===== config.mk =====
export PLATFORM = sky130hd
export DESIGN_NAME = debounce_nch
export DESIGN_NICKNAME = d
export VERILOG_FILES = /design/src/rtl/db_pkg.sv /design/src/rtl/debounce_ch.sv /design/src/rtl/debounce_nch.sv
export SDC_FILE = /design/constraint.sdc
export NUM_CORES = 1
export LEC_CHECK = 0
export ABC_AREA = 1
export CORE_AREA = 2 2 61 63
export CTS_BUF_LIST = sky130_fd_sc_hd__clkbuf_8
export CTS_CLUSTER_SIZE = 8
export DETAILED_ROUTE_END_ITERATION = 7
export DIE_AREA = 0 0 63 65
export GPL_TIMING_DRIVEN = 0
export PLACE_DENSITY = 0.66
export SYNTH_ARGS = -nofsm -noshare
export SYNTH_HDL_FRONTEND = slang
export SYNTH_SLANG_ARGS = --single-unit

===== constraint.sdc =====
create_clock -name clk -period 1.1 [get_ports clk]
set_input_delay 0.22 -clock clk [delete_from_list [all_inputs] [get_ports clk]]
set_output_delay 0.22 -clock clk [all_outputs]
set_load 0.01 [all_outputs]

===== src/rtl/db_pkg.sv =====
// Shared types and sizing helpers for the multi-channel debouncer.
package db_pkg;

  typedef enum logic [1:0] {
    LOW      = 2'b00,
    RISE_CHK = 2'b01,
    HIGH     = 2'b10,
    FALL_CHK = 2'b11
  } db_state_e;

  // Counter width able to hold 0..n.
  function automatic int unsigned cnt_w(input int unsigned n);
    return $clog2(n + 1);
  endfunction

endpackage


===== src/rtl/debounce_ch.sv =====
// One debouncer channel: input synchroniser, symmetric check FSM,
// stability counter and registered rise/fall event pulses.
module debounce_ch
  import db_pkg::*;
#(
  parameter int unsigned N_TICS      = 3,
  parameter int unsigned SYNC_STAGES = 2
) (
  input  logic clk,
  input  logic rst,
  input  logic ce_i,
  input  logic x_i,
  output logic y_o,
  output logic rise_o,
  output logic fall_o
);

  localparam int unsigned CNT_W = cnt_w(N_TICS);

  logic [SYNC_STAGES-1:0] sync_q;
  logic                   x_s;
  db_state_e              state_q, state_d;
  logic [CNT_W-1:0]       cnt_q, cnt_d;
  logic                   rise_q, rise_d;
  logic                   fall_q, fall_d;

  assign x_s = sync_q[SYNC_STAGES-1];

  always_ff @(posedge clk or posedge rst) begin
    if (rst) begin
      sync_q  <= '0;
      state_q <= LOW;
      cnt_q   <= '0;
      rise_q  <= 1'b0;
      fall_q  <= 1'b0;
    end else begin
      sync_q  <= {sync_q[SYNC_STAGES-2:0], x_i};
      state_q <= state_d;
      cnt_q   <= cnt_d;
      rise_q  <= rise_d;
      fall_q  <= fall_d;
    end
  end

  always_comb begin
    state_d = state_q;
    cnt_d   = cnt_q;
    if (ce_i) begin
      case (state_q)
        LOW: begin
          if (x_s) begin
            state_d = RISE_CHK;
            cnt_d   = CNT_W'(1);
          end else begin
            cnt_d = '0;
          end
        end
        RISE_CHK: begin
          if (!x_s) begin
            state_d = LOW;
            cnt_d   = '0;
          end else if (cnt_q == CNT_W'(N_TICS - 1)) begin
            state_d = HIGH;
            cnt_d   = '0;
          end else begin
            cnt_d = cnt_q + CNT_W'(1);
          end
        end
        HIGH: begin
          if (!x_s) begin
            state_d = FALL_CHK;
            cnt_d   = CNT_W'(1);
          end else begin
            cnt_d = '0;
          end
        end
        FALL_CHK: begin
          if (x_s) begin
            state_d = HIGH;
            cnt_d   = '0;
          end else if (cnt_q == CNT_W'(N_TICS - 1)) begin
            state_d = LOW;
            cnt_d   = '0;
          end else begin
            cnt_d = cnt_q + CNT_W'(1);
          end
        end
        default: begin
          state_d = LOW;
          cnt_d   = '0;
        end
      endcase
    end
  end

  // Pulses mark the accepting edge so they line up with the first new y value.
  always_comb begin
    rise_d = (state_q == RISE_CHK) && (state_d == HIGH);
    fall_d = (state_q == FALL_CHK) && (state_d == LOW);
  end

  assign y_o    = (state_q == HIGH) || (state_q == FALL_CHK);
  assign rise_o = rise_q;
  assign fall_o = fall_q;

endmodule


===== src/rtl/debounce_nch.sv =====
// N-channel debouncer: independent debounce_ch instances, one per input bit.
module debounce_nch
  import db_pkg::*;
#(
  parameter int unsigned N_CH        = 4,
  parameter int unsigned N_TICS      = 3,
  parameter int unsigned SYNC_STAGES = 2
) (
  input  logic            clk,
  input  logic            rst,
  input  logic            ce,
  input  logic [N_CH-1:0] x,
  output logic [N_CH-1:0] y,
  output logic [N_CH-1:0] rise,
  output logic [N_CH-1:0] fall
);

  for (genvar i = 0; i < N_CH; i++) begin : g_ch
    debounce_ch #(
      .N_TICS      (N_TICS),
      .SYNC_STAGES (SYNC_STAGES)
    ) u_ch (
      .clk    (clk),
      .rst    (rst),
      .ce_i   (ce),
      .x_i    (x[i]),
      .y_o    (y[i]),
      .rise_o (rise[i]),
      .fall_o (fall[i])
    );
  end

endmodule


==> results.toml <==
[cells_and_area]
finish.net_count = 179
final_layout_size_suffix_gt1_share_pct = 21.51
syn_to_final_growth_pct = 21.52
final_core_util_pct = 48.71
antennaDiodeCount = 0

[grt]
globalRouteTotalUtil_pct = 13.34
grt_max_degree = 33
grt_pass1_vias = 1063
antenna_found_initial = 0
grt-ovfl-total = 0
grt_first_pass_wirelength_um = 4181

[detailed_routing]
met3_length_um = 96
drt_first_iter_violations = 24
drcViolationCount = 0
drt_pass1_iterations = 4
totalWireLength_um = 2304
wl_per_cell_um = 10.47
dr_wl_met2_um = 1196
vias_per_cell = 4.727
dr.max_layer_used = "met4"
route.antenna.remaining_nets = 0
vias = 1040
wl_met1_um = 949

[clocking]
cts_made_buffers = 5
clk_pin_slew_worst_paths_ns = 0.06
root_buffer = "clkbuf_8"
cts_buffer_depth = 2
htree_num_levels = 2
ctsHoldBuffers = 0
cts_tree = "yes"
clock_sinks = 32
clk_latency_ns = 0.27

[timing]
fin_ws_ns = 0.01561
fin_crit_ns = 1.084
fin_setup_tns_ns = 0
max_slew_margin_pct = 54.31
worst_pin_slew_ns = 0.6839
max_freq_mhz = 922.2
rsz0062_at_grt = "yes"
clock_skew_ns = 0.001270
period_share_pct = 98.58
finalSetupViolCount = 0
hold_viol = 0
drv_slew = 0

[critical_path]
r2r_start = "g_ch[2].u_ch.cnt_q[0]"
ff2ff_path_depth = 4
critical_path.max_fanout = 2
worst_path_dominant_cell_family = "flip-flops"
crit_type = "register to output port"
required_ns = 0.88
crit_cells = 2
crit_chain = "clkbuf_2, buf_6"
cp-end-kind = "output port"
critPathArrivalTime_ns = 0.86
crit_path_start = "g_ch[1].u_ch.state_q[1]"
crit_path_start_kind = "register"
rrSetupSlack_ns = 0.09
critPathMaxStageDelay_ns = 0.37
path_buf_inv = 2
setup.worst_path.end = "y[1]"
timing.rr.end = "g_ch[2].u_ch.state_q[1]"
critPathSlowestCell = "dfrtp_1"

[logic_synthesis]
ys_seq_elements = 32
syn_area_per_cell_um2 = 8.926
synth.area.top_cells = "dfrtp_1, nand2_1, inv_1"
netlist_area_um2 = 1401
synth_nets = 164
yosys_warnings = 0
synth.distinct_cells = 17
syn_inst = 157
yosysSeqAreaShare_pct = 57.14
synth_top_area_cell = "dfrtp_1"
synthDominantCellAreaShare_pct = 57.14

[place]
routabilityCongestion = 0.8578
hpwl_um = 1630
post-place-ws_ns = -0.6044
portBuffers = 17

[die]
die_h_um = 65
start_util_pct = 40.09
io_pins = 19
rows = 22
core-area_um2 = 3496
die_x_um = 63
floorplan.die_area_um2 = 4095

[pwr]
p_leak_nw = 0.8704
ir_drop_uv = 776.6
power_density_nw_per_um2 = 2065

[min_path]
hold_path_class = "primary input to register"

[job]
maxCapViolations = 0

[status]
outcome = "completed"
layout make-up:
class	instances	area [µm²]
Timing Repair Buffer	23	230.2
Fill cell	338	1793
Multi-Input combinational cell	78	370.4
Inverter	28	111.4
Tap cell	48	60.06
Clock buffer	7	96.34
Sequential cell	32	802.0
Buffer	4	32.53
cells in the mapped netlist:
| library cell | number |
|---|---|
| buf_4 | 12 |
| dfrtp_1 | 32 |
| buf_6 | 2 |
| nand2_1 | 32 |
| nor3_1 | 3 |
| inv_1 | 27 |
| clkbuf_1 | 4 |
| nor2_1 | 10 |
| o21ai_0 | 5 |
| a21oi_1 | 3 |
| nand3_1 | 14 |
| o21ai_1 | 1 |
| nand4_1 | 2 |
| nor3_4 | 1 |
| buf_2 | 1 |
| inv_4 | 1 |
| o22ai_1 | 7 |
worst min-delay path: stages:
cell and delay, ns:
buf_6 0.11, inv_4 0.05, nand2_1 0.05, nand2_1 0.04
layer usage:
metal	track usage, %	vias up
met2	23.67	24
met4	9.444	0
met3	3.993	7
li1	-	501
met5	0	-
met1	13.33	508
registers in the layout, indices dropped and copies added, names as in the netlist:
name               count
g_ch.u_ch.rise_o       4
g_ch.u_ch.fall_o       4
g_ch.u_ch.sync_q       8
g_ch.u_ch.cnt_q        8
g_ch.u_ch.state_q      8
timing repair:
item	in CTS	in global routing
gates resized for setup	59	6
pin swaps	0	3
endpoints found under the setup margin	44	6
buffers inserted	3	3
cell families (layout without fill, tap and decap cells):
| family | after synthesis | after routing | share of synthesized area [%] |
|---|---|---|---|
| buffers and inverters | 47 | 62 | 17.14 |
| AOI/OAI and AO/OA | 16 | 16 | 6.338 |
| DFF | 32 | 32 | 57.14 |
| and+or+nand+nor | 62 | 62 | 19.38 |
where the power goes:
group | switching, mW | total [mW] | internal (mW) | leakage [nW]
registers | 0.172 | 1.58 | 1.40 | 0.398
logic | 0.521 | 0.988 | 0.468 | 0.423
clock network | 0.396 | 0.952 | 0.556 | 0.0503
cells in the final DEF (no fill, tap or decap), types with 2 or more instances in the layout:
master and n:
nand2_2 2, nand4_1 2, inv_1 25, dfrtp_1 31, clkdlybuf4s50_1 5, buf_4 6
nand2_1 30, nor3_1 3, buf_6 14, clkbuf_8 7, nand3_1 13, a21oi_1 3
o22ai_1 7, o21ai_0 5, nor2_1 10
worst min path at each step:
| stage | start | end | slack [ns] | depth (start not counted) |
|---|---|---|---|---|
| 4_1_cts | ce | g_ch[0].u_ch.state_q[0] | 0.23 | 4 |
| 5_1_grt | ce | g_ch[0].u_ch.state_q[0] | 0.26 | 4 |
| 2_1_floorplan | x[0] | g_ch[0].u_ch.sync_q[0] | 0.25 | 0 |
| 3_3_place_gp | g_ch[0].u_ch.sync_q[0] | g_ch[0].u_ch.sync_q[1] | 0.34 | 0 |
| 3_5_place_dp | g_ch[1].u_ch.sync_q[0] | g_ch[1].u_ch.sync_q[1] | 0.33 | 0 |
| 6_report | ce | g_ch[0].u_ch.state_q[0] | 0.24 | 4 |
per-stage QoR:
step	hold WS (ns)	cell area (µm²)	power [mW]	std cells
floorplan	0.2514	1401	2.245	157
global placement	0.3351	1632	2.499	222
detailed placement	0.3347	1632	2.560	222
CTS	0.2273	1690	3.528	220
global route	0.2600	1703	3.759	220
finish	0.2360	1703	3.516	220
Note: power is estimated with default switching activity, not from simulation.
